File: src/rtl/dm_cache_ctrl_pkg.sv
// Shared types and geometry helpers for the direct-mapped cache controller.
package cache_pkg;

    typedef enum logic [1:0] {
        IDLE      = 2'd0,
        MEM_START = 2'd1,
        MEM_WAIT  = 2'd2,
        RESP      = 2'd3
    } cache_state_t;

    function automatic int unsigned idx_width(input int unsigned num_lines);
        return $clog2(num_lines);
    endfunction

    function automatic int unsigned tag_width(input int unsigned addr_width,
                                              input int unsigned num_lines);
        return addr_width - $clog2(num_lines);
    endfunction

endpackage

File: src/rtl/dm_cache_ctrl_line_array.sv
// Valid/tag/data storage: one combinational read port, one synchronous write
// port, synchronous clear of every valid bit.
module cache_line_array
    import cache_pkg::*;
#(
    parameter int unsigned NUM_LINES  = 16,
    parameter int unsigned IDX_W      = idx_width(NUM_LINES),
    parameter int unsigned TAG_W      = 6,
    parameter int unsigned DATA_WIDTH = 32
) (
    input  logic                  clk,
    input  logic                  i_clr,
    input  logic [IDX_W-1:0]      i_rd_idx,
    output logic                  o_rd_valid,
    output logic [TAG_W-1:0]      o_rd_tag,
    output logic [DATA_WIDTH-1:0] o_rd_data,
    input  logic                  i_wr_en,
    input  logic [IDX_W-1:0]      i_wr_idx,
    input  logic [TAG_W-1:0]      i_wr_tag,
    input  logic [DATA_WIDTH-1:0] i_wr_data
);

    logic [NUM_LINES-1:0]  r_valid;
    logic [TAG_W-1:0]      r_tag  [NUM_LINES];
    logic [DATA_WIDTH-1:0] r_data [NUM_LINES];

    // Clear wins over a same-cycle write so an abandoned fill never survives.
    always_ff @(posedge clk) begin
        if (i_clr) begin
            r_valid <= '0;
        end else if (i_wr_en) begin
            r_valid[i_wr_idx] <= 1'b1;
        end
    end

    always_ff @(posedge clk) begin
        if (i_wr_en) begin
            r_tag[i_wr_idx]  <= i_wr_tag;
            r_data[i_wr_idx] <= i_wr_data;
        end
    end

    assign o_rd_valid = r_valid[i_rd_idx];
    assign o_rd_tag   = r_tag[i_rd_idx];
    assign o_rd_data  = r_data[i_rd_idx];

endmodule

File: src/rtl/dm_cache_ctrl.sv
// Direct-mapped, write-through, no-write-allocate cache controller with
// saturating hit/miss statistics.
module dm_cache_ctrl
    import cache_pkg::*;
#(
    parameter int unsigned ADDR_WIDTH = 10,
    parameter int unsigned DATA_WIDTH = 32,
    parameter int unsigned NUM_LINES  = 16,
    parameter int unsigned CNT_WIDTH  = 16
) (
    input  logic                  clk,
    input  logic                  reset_n,
    input  logic                  req_valid,
    output logic                  req_ready,
    input  logic                  req_we,
    input  logic [ADDR_WIDTH-1:0] req_addr,
    input  logic [DATA_WIDTH-1:0] req_wdata,
    output logic                  resp_valid,
    output logic [DATA_WIDTH-1:0] resp_rdata,
    output logic                  resp_hit,
    output logic                  mem_enable,
    output logic                  mem_we,
    output logic [ADDR_WIDTH-1:0] mem_addr,
    output logic [DATA_WIDTH-1:0] mem_wdata,
    input  logic [DATA_WIDTH-1:0] mem_rdata,
    input  logic                  mem_complete,
    output logic [CNT_WIDTH-1:0]  hit_count,
    output logic [CNT_WIDTH-1:0]  miss_count
);

    localparam int unsigned IDX_W = idx_width(NUM_LINES);
    localparam int unsigned TAG_W = tag_width(ADDR_WIDTH, NUM_LINES);

    cache_state_t r_state;
    cache_state_t w_next;

    logic                  r_we;
    logic [ADDR_WIDTH-1:0] r_addr;
    logic [DATA_WIDTH-1:0] r_wdata;
    logic [DATA_WIDTH-1:0] r_rdata;
    logic                  r_hit;
    logic [CNT_WIDTH-1:0]  r_hit_cnt;
    logic [CNT_WIDTH-1:0]  r_miss_cnt;

    logic                  w_clr;
    logic                  w_accept;
    logic                  w_lookup_hit;
    logic                  w_fill;
    logic [IDX_W-1:0]      w_req_idx;
    logic [TAG_W-1:0]      w_req_tag;
    logic                  w_line_valid;
    logic [TAG_W-1:0]      w_line_tag;
    logic [DATA_WIDTH-1:0] w_line_data;
    logic                  w_arr_we;
    logic [IDX_W-1:0]      w_arr_widx;
    logic [TAG_W-1:0]      w_arr_wtag;
    logic [DATA_WIDTH-1:0] w_arr_wdata;

    assign w_clr        = !reset_n;
    assign w_req_idx    = req_addr[IDX_W-1:0];
    assign w_req_tag    = req_addr[ADDR_WIDTH-1:IDX_W];
    assign w_accept     = req_valid && (r_state == IDLE);
    assign w_lookup_hit = w_line_valid && (w_line_tag == w_req_tag);
    assign w_fill       = (r_state == MEM_WAIT) && mem_complete && !r_we;

    cache_line_array #(
        .NUM_LINES  (NUM_LINES),
        .IDX_W      (IDX_W),
        .TAG_W      (TAG_W),
        .DATA_WIDTH (DATA_WIDTH)
    ) u_lines (
        .clk        (clk),
        .i_clr      (w_clr),
        .i_rd_idx   (w_req_idx),
        .o_rd_valid (w_line_valid),
        .o_rd_tag   (w_line_tag),
        .o_rd_data  (w_line_data),
        .i_wr_en    (w_arr_we),
        .i_wr_idx   (w_arr_widx),
        .i_wr_tag   (w_arr_wtag),
        .i_wr_data  (w_arr_wdata)
    );

    // Fills (MEM_WAIT) and write-hit updates (IDLE) can never coincide.
    always_comb begin
        w_arr_we    = 1'b0;
        w_arr_widx  = w_req_idx;
        w_arr_wtag  = w_req_tag;
        w_arr_wdata = req_wdata;
        if (!reset_n) begin
            w_arr_we = 1'b0;
        end else if (w_fill) begin
            w_arr_we    = 1'b1;
            w_arr_widx  = r_addr[IDX_W-1:0];
            w_arr_wtag  = r_addr[ADDR_WIDTH-1:IDX_W];
            w_arr_wdata = mem_rdata;
        end else if (w_accept && req_we && w_lookup_hit) begin
            w_arr_we = 1'b1;
        end
    end

    always_ff @(posedge clk) begin
        if (!reset_n) begin
            r_state <= IDLE;
        end else begin
            r_state <= w_next;
        end
    end

    // MEM_START never looks at mem_complete: it still reflects the last request.
    always_comb begin
        w_next = r_state;
        unique case (r_state)
            IDLE: begin
                if (req_valid) begin
                    w_next = (!req_we && w_lookup_hit) ? RESP : MEM_START;
                end
            end
            MEM_START: w_next = MEM_WAIT;
            MEM_WAIT: begin
                if (mem_complete) begin
                    w_next = RESP;
                end
            end
            RESP:    w_next = IDLE;
            default: w_next = IDLE;
        endcase
    end

    always_ff @(posedge clk) begin
        if (!reset_n) begin
            r_we       <= 1'b0;
            r_addr     <= '0;
            r_wdata    <= '0;
            r_rdata    <= '0;
            r_hit      <= 1'b0;
            r_hit_cnt  <= '0;
            r_miss_cnt <= '0;
        end else begin
            if (w_accept) begin
                r_we    <= req_we;
                r_addr  <= req_addr;
                r_wdata <= req_wdata;
                r_hit   <= w_lookup_hit;
                r_rdata <= req_we ? req_wdata : w_line_data;
                if (w_lookup_hit) begin
                    if (r_hit_cnt != '1) begin
                        r_hit_cnt <= r_hit_cnt + CNT_WIDTH'(1);
                    end
                end else if (r_miss_cnt != '1) begin
                    r_miss_cnt <= r_miss_cnt + CNT_WIDTH'(1);
                end
            end
            if (w_fill) begin
                r_rdata <= mem_rdata;
            end
        end
    end

    assign req_ready  = (r_state == IDLE);
    assign resp_valid = (r_state == RESP);
    assign resp_rdata = r_rdata;
    assign resp_hit   = r_hit;
    assign mem_enable = (r_state == MEM_START) || (r_state == MEM_WAIT);
    assign mem_we     = r_we;
    assign mem_addr   = r_addr;
    assign mem_wdata  = r_wdata;
    assign hit_count  = r_hit_cnt;
    assign miss_count = r_miss_cnt;

endmodule

File: config.mk
export PLATFORM = sky130hd
export DESIGN_NAME = dm_cache_ctrl
export DESIGN_NICKNAME = d
export VERILOG_FILES = /design/src/rtl/dm_cache_ctrl_pkg.sv /design/src/rtl/dm_cache_ctrl_line_array.sv /design/src/rtl/dm_cache_ctrl.sv
export SDC_FILE = /design/constraint.sdc
export NUM_CORES = 1
export LEC_CHECK = 0
export ABC_AREA = 1
export ABC_CLOCK_PERIOD_IN_PS = 12600
export BUFFER_PORTS_ARGS = -buffer_cell sky130_fd_sc_hd__buf_2
export CORE_AREA = 2 2 278 280
export CTS_CLUSTER_SIZE = 16
export DETAILED_ROUTE_END_ITERATION = 7
export DIE_AREA = 0 0 280 282
export PLACE_DENSITY = 0.53
export SETUP_SLACK_MARGIN = 0.5
export SYNTH_ARGS = -nofsm -noshare
export SYNTH_HDL_FRONTEND = slang
export SYNTH_SLANG_ARGS = --single-unit
File: constraint.sdc
create_clock -name clk -period 12.6 [get_ports clk]
set_input_delay 1.89 -clock clk [delete_from_list [all_inputs] [get_ports clk]]
set_output_delay 1.89 -clock clk [all_outputs]
set_load 0.1 [all_outputs]
==> metrics.txt <==
RSZ-0062 raised after global routing=false; # hold bufs at CTS=0; Setup crit end kind=flip-flop; first-pass GRT wire length=128,000 um; largest net degree at the start of global routing=148; initial DRC count=1,707; antenna violations before repair=0; Routed WL per cell=22.2 um; post-CTS setup buffer count=0; CP max FO=147; # port buffers=189; share of post-route cells with drive strength above 1=13.7%; Final Skew=26.8 ps; Final Max Slew Viols=0; Synth cell types=36; io pins=190; Synthesis Warnings=0; top_reg_cell synth=edfxtp_1; minimum clock period=6270 ps; top cell type by total area after synthesis=edfxtp_1; worst r2r src=r_state[0]$_SDFFE_PN0P_; Max Buffers Root-to-Sink=3; WL met3=4330 um; Synth Cell Area=30,200 sq um; H-Tree Depth=3; Post-synth EDFFs=608; Slew @ Worst Pin=1310 ps; synth top area cells=edfxtp_1 (61%), dfxtp_1 (8.4%), o21ai_0 (5.3%), nand2_1 (4.3%), nor2_1 (4.0%); register area=20,800 sq um; synthesis-to-layout area growth=13.8%; WL final=84,700 um; Die Span X=280 um; max incr delay on CP=750 ps; final setup fails=0; WHS Path Cells=2; syn nets=2,740; CP most frequent cell=nand2_1; CTS buffer count=80; core area=75,700 sq um; max_cap viols=0; # rows=101; total iterations of the first detailed-routing run=5; hold crit path type=reg2reg; pwr dens=183 nW/um^2; CP Launch Type=input port; Setup TNS=0 ps; DP Wirelength=46,700 um; total grt overflow=0; reg-to-reg critical path endpoint=u_lines.r_data[13][20]$_DFFE_PP_; die area=79,000 sq um; Initial Util=39.8%; Worst EP arrival=6540 ps; WS Path Type=in2reg; maximum clock rate=159 MHz; Worst slew margin=12.4%; clk slew on worst S/H paths=50 ps; WHS Endpoint=u_lines.r_valid[5]$_SDFFE_PN0P_; Critical Path Stages=16; part of the Yosys area used for sequential elements=68.9%; CTS Sinks=734; crit-path leading delay family=buffers and inverters; Async SR Flop Fraction=0%; CTS tree=built; Clock Root Buffer=clkbuf_16; Worst Reg2Reg Path Length in Cells=13; synthesis-stage register bit count=734; area of the multi-input gates=8100 sq um; Pleak=12.0 nW; # fillers=6,921; synthesized instance count=2,656; Final nets=2,852; worst vdd ir=0.0000995 V; latest clock arrival within the worst-skew pair=630 ps; slowest CP cell=inv_8; post-cts resize count=0; GRT Total Usage=21.3%; Yosys top cell area share=60.5%; WHS=456 ps; origin of the worst min-delay path=u_lines.r_valid[5]$_SDFFE_PN0P_; DRC=0; syn_area_per_cell=11.4 sq um; RePlAce Congestion=0.812; fin crit share=49.8%; status=finished clean; met2 routed WL=40,100 um; Metal-1 WL=38,100 um; DR vias/cell=5.57; vias in the first global route=20,900; crit path buf inv count=4; Die Span Y=282 um; DR vias=21,200; critical path required time=12,870 ps; Routed Antenna Nets=0; Hold Fails Final Rpt=0; R2R Setup Slk=8090 ps; uppermost layer routed=met4; crit-path cells=clkbuf_8 -> inv_8 -> buf_4 -> nand2_1 -> nand2_1 -> nand2_1 -> nand3_1 -> nand3_1 -> nand2_1 -> o21ai_0 -> nor2_2 -> nand3_2 -> nand2_4 -> nand2_1 -> nor2_4 -> buf_4
-- placed cells by master, fill, tap and decap left out, types with 9 or more instances in the layout --
| master | instances |
|---|---|
| xnor2_1 | 12 |
| nor2_1 | 319 |
| buf_4 | 26 |
| a21oi_1 | 131 |
| dfxtp_1 | 126 |
| nand2_1 | 346 |
| edfxtp_1 | 608 |
| xor2_1 | 14 |
| buf_2 | 187 |
| clkbuf_16 | 82 |
| inv_1 | 130 |
| mux2_2 | 32 |
| clkbuf_8 | 9 |
| nand3_1 | 180 |
| o21ai_0 | 320 |
| clkinv_1 | 10 |
| o221ai_1 | 124 |
| a31oi_1 | 32 |
| clkinv_2 | 10 |
| clkbuf_1 | 30 |
| nand4_1 | 35 |
| inv_2 | 16 |
-- stage by stage --
stage	cell area [sq um]	total power [mW]	setup slack, ps	std cells	utilization [%]
floorplan	30200	3.78	7190	2656	-
global placement	31800	4.07	5770	3664	42.0
detailed placement	31800	4.09	5700	3664	42.0
CTS	34300	6.33	6360	3812	45.3
global route	34300	6.49	5950	3812	45.3
finish	34300	6.28	6330	3813	45.3
-- worst register-to-register path, stage by stage (launching register included) --
cell and delay (ps):
dfxtp_1 320, inv_1 110, ha_1 180, nand2_1 140, nor2_4 100, buf_4 550, nand2_4 700, o21ai_0 590
inv_1 110, nor2_1 150, inv_1 110, nor2_1 130, nand2_1 100, inv_2 820
-- sequential cells by signal, indices dropped and copies added (netlist names), 2 cells and up --
register / cells
u_lines.r_valid: 16
u_lines.r_tag: 96
mem_wdata: 32
r_state: 2
hit_count: 16
mem_addr: 10
miss_count: 16
u_lines.r_data: 512
resp_rdata: 32
-- area by class of cell --
class | instances | area share (%)
tap | 978 | 3.57
antenna | 1 | 0.00729
multi-input combinational | 1588 | 23.6
inverter | 150 | 1.68
clock inverter | 28 | 0.602
clock buffer | 120 | 6.63
timing repair buffer | 214 | 3.34
sequential | 734 | 60.6
-- kinds of logic (layout without fill, tap and decap cells) --
group	Yosys count	after routing	synth area share, %
adders and majority gates	5	5	0.207
buffers and inverters	334	512	4.41
xor gates and xnor gates	26	26	0.755
DFF	734	734	68.9
other	0	1	0
and+or+nand+nor	905	905	12.5
muxes	32	32	1.19
AOI/OAI and AO/OA	620	620	12.0
-- layer usage --
layer	vias to the layer above	global-route usage, %
li1	9798	-
met1	10700	29.2
met2	624	35.0
met3	138	3.29
met4	0	6.60
met5	-	0
-- worst max-delay path by stage --
| stage | startpoint | endpoint |
|---|---|---|
| after global placement | req_addr[0] | u_lines.r_data[1][7]$_DFFE_PP_ |
| after CTS | req_addr[0] | u_lines.r_data[1][19]$_DFFE_PP_ |
| after floorplan | req_addr[0] | u_lines.r_data[1][0]$_DFFE_PP_ |
| final | req_addr[0] | u_lines.r_data[1][16]$_DFFE_PP_ |
| after global routing | req_addr[0] | u_lines.r_data[1][19]$_DFFE_PP_ |
| after detailed placement | req_addr[0] | u_lines.r_data[1][7]$_DFFE_PP_ |
-- Yosys cell counts, drive strengths merged (5+ instances only) --
cell	count
a21oi	131
a31oi	32
buf	49
clkbuf	135
dfxtp	126
edfxtp	608
ha	5
inv	149
mux2	32
nand2	349
nand3	183
nand4	35
nor2	326
nor3	8
o21ai	326
o221ai	124
o22ai	5
xnor2	12
xor2	14
-- power breakdown --
part | total, mW | leakage [nW] | internal [mW] | switching, mW
clock network | 2.24 | 1.20 | 1.29 | 0.952
logic | 1.23 | 4.34 | 0.195 | 1.04
registers | 2.80 | 6.49 | 2.75 | 0.0508
Power figures use the tool's default switching activity.
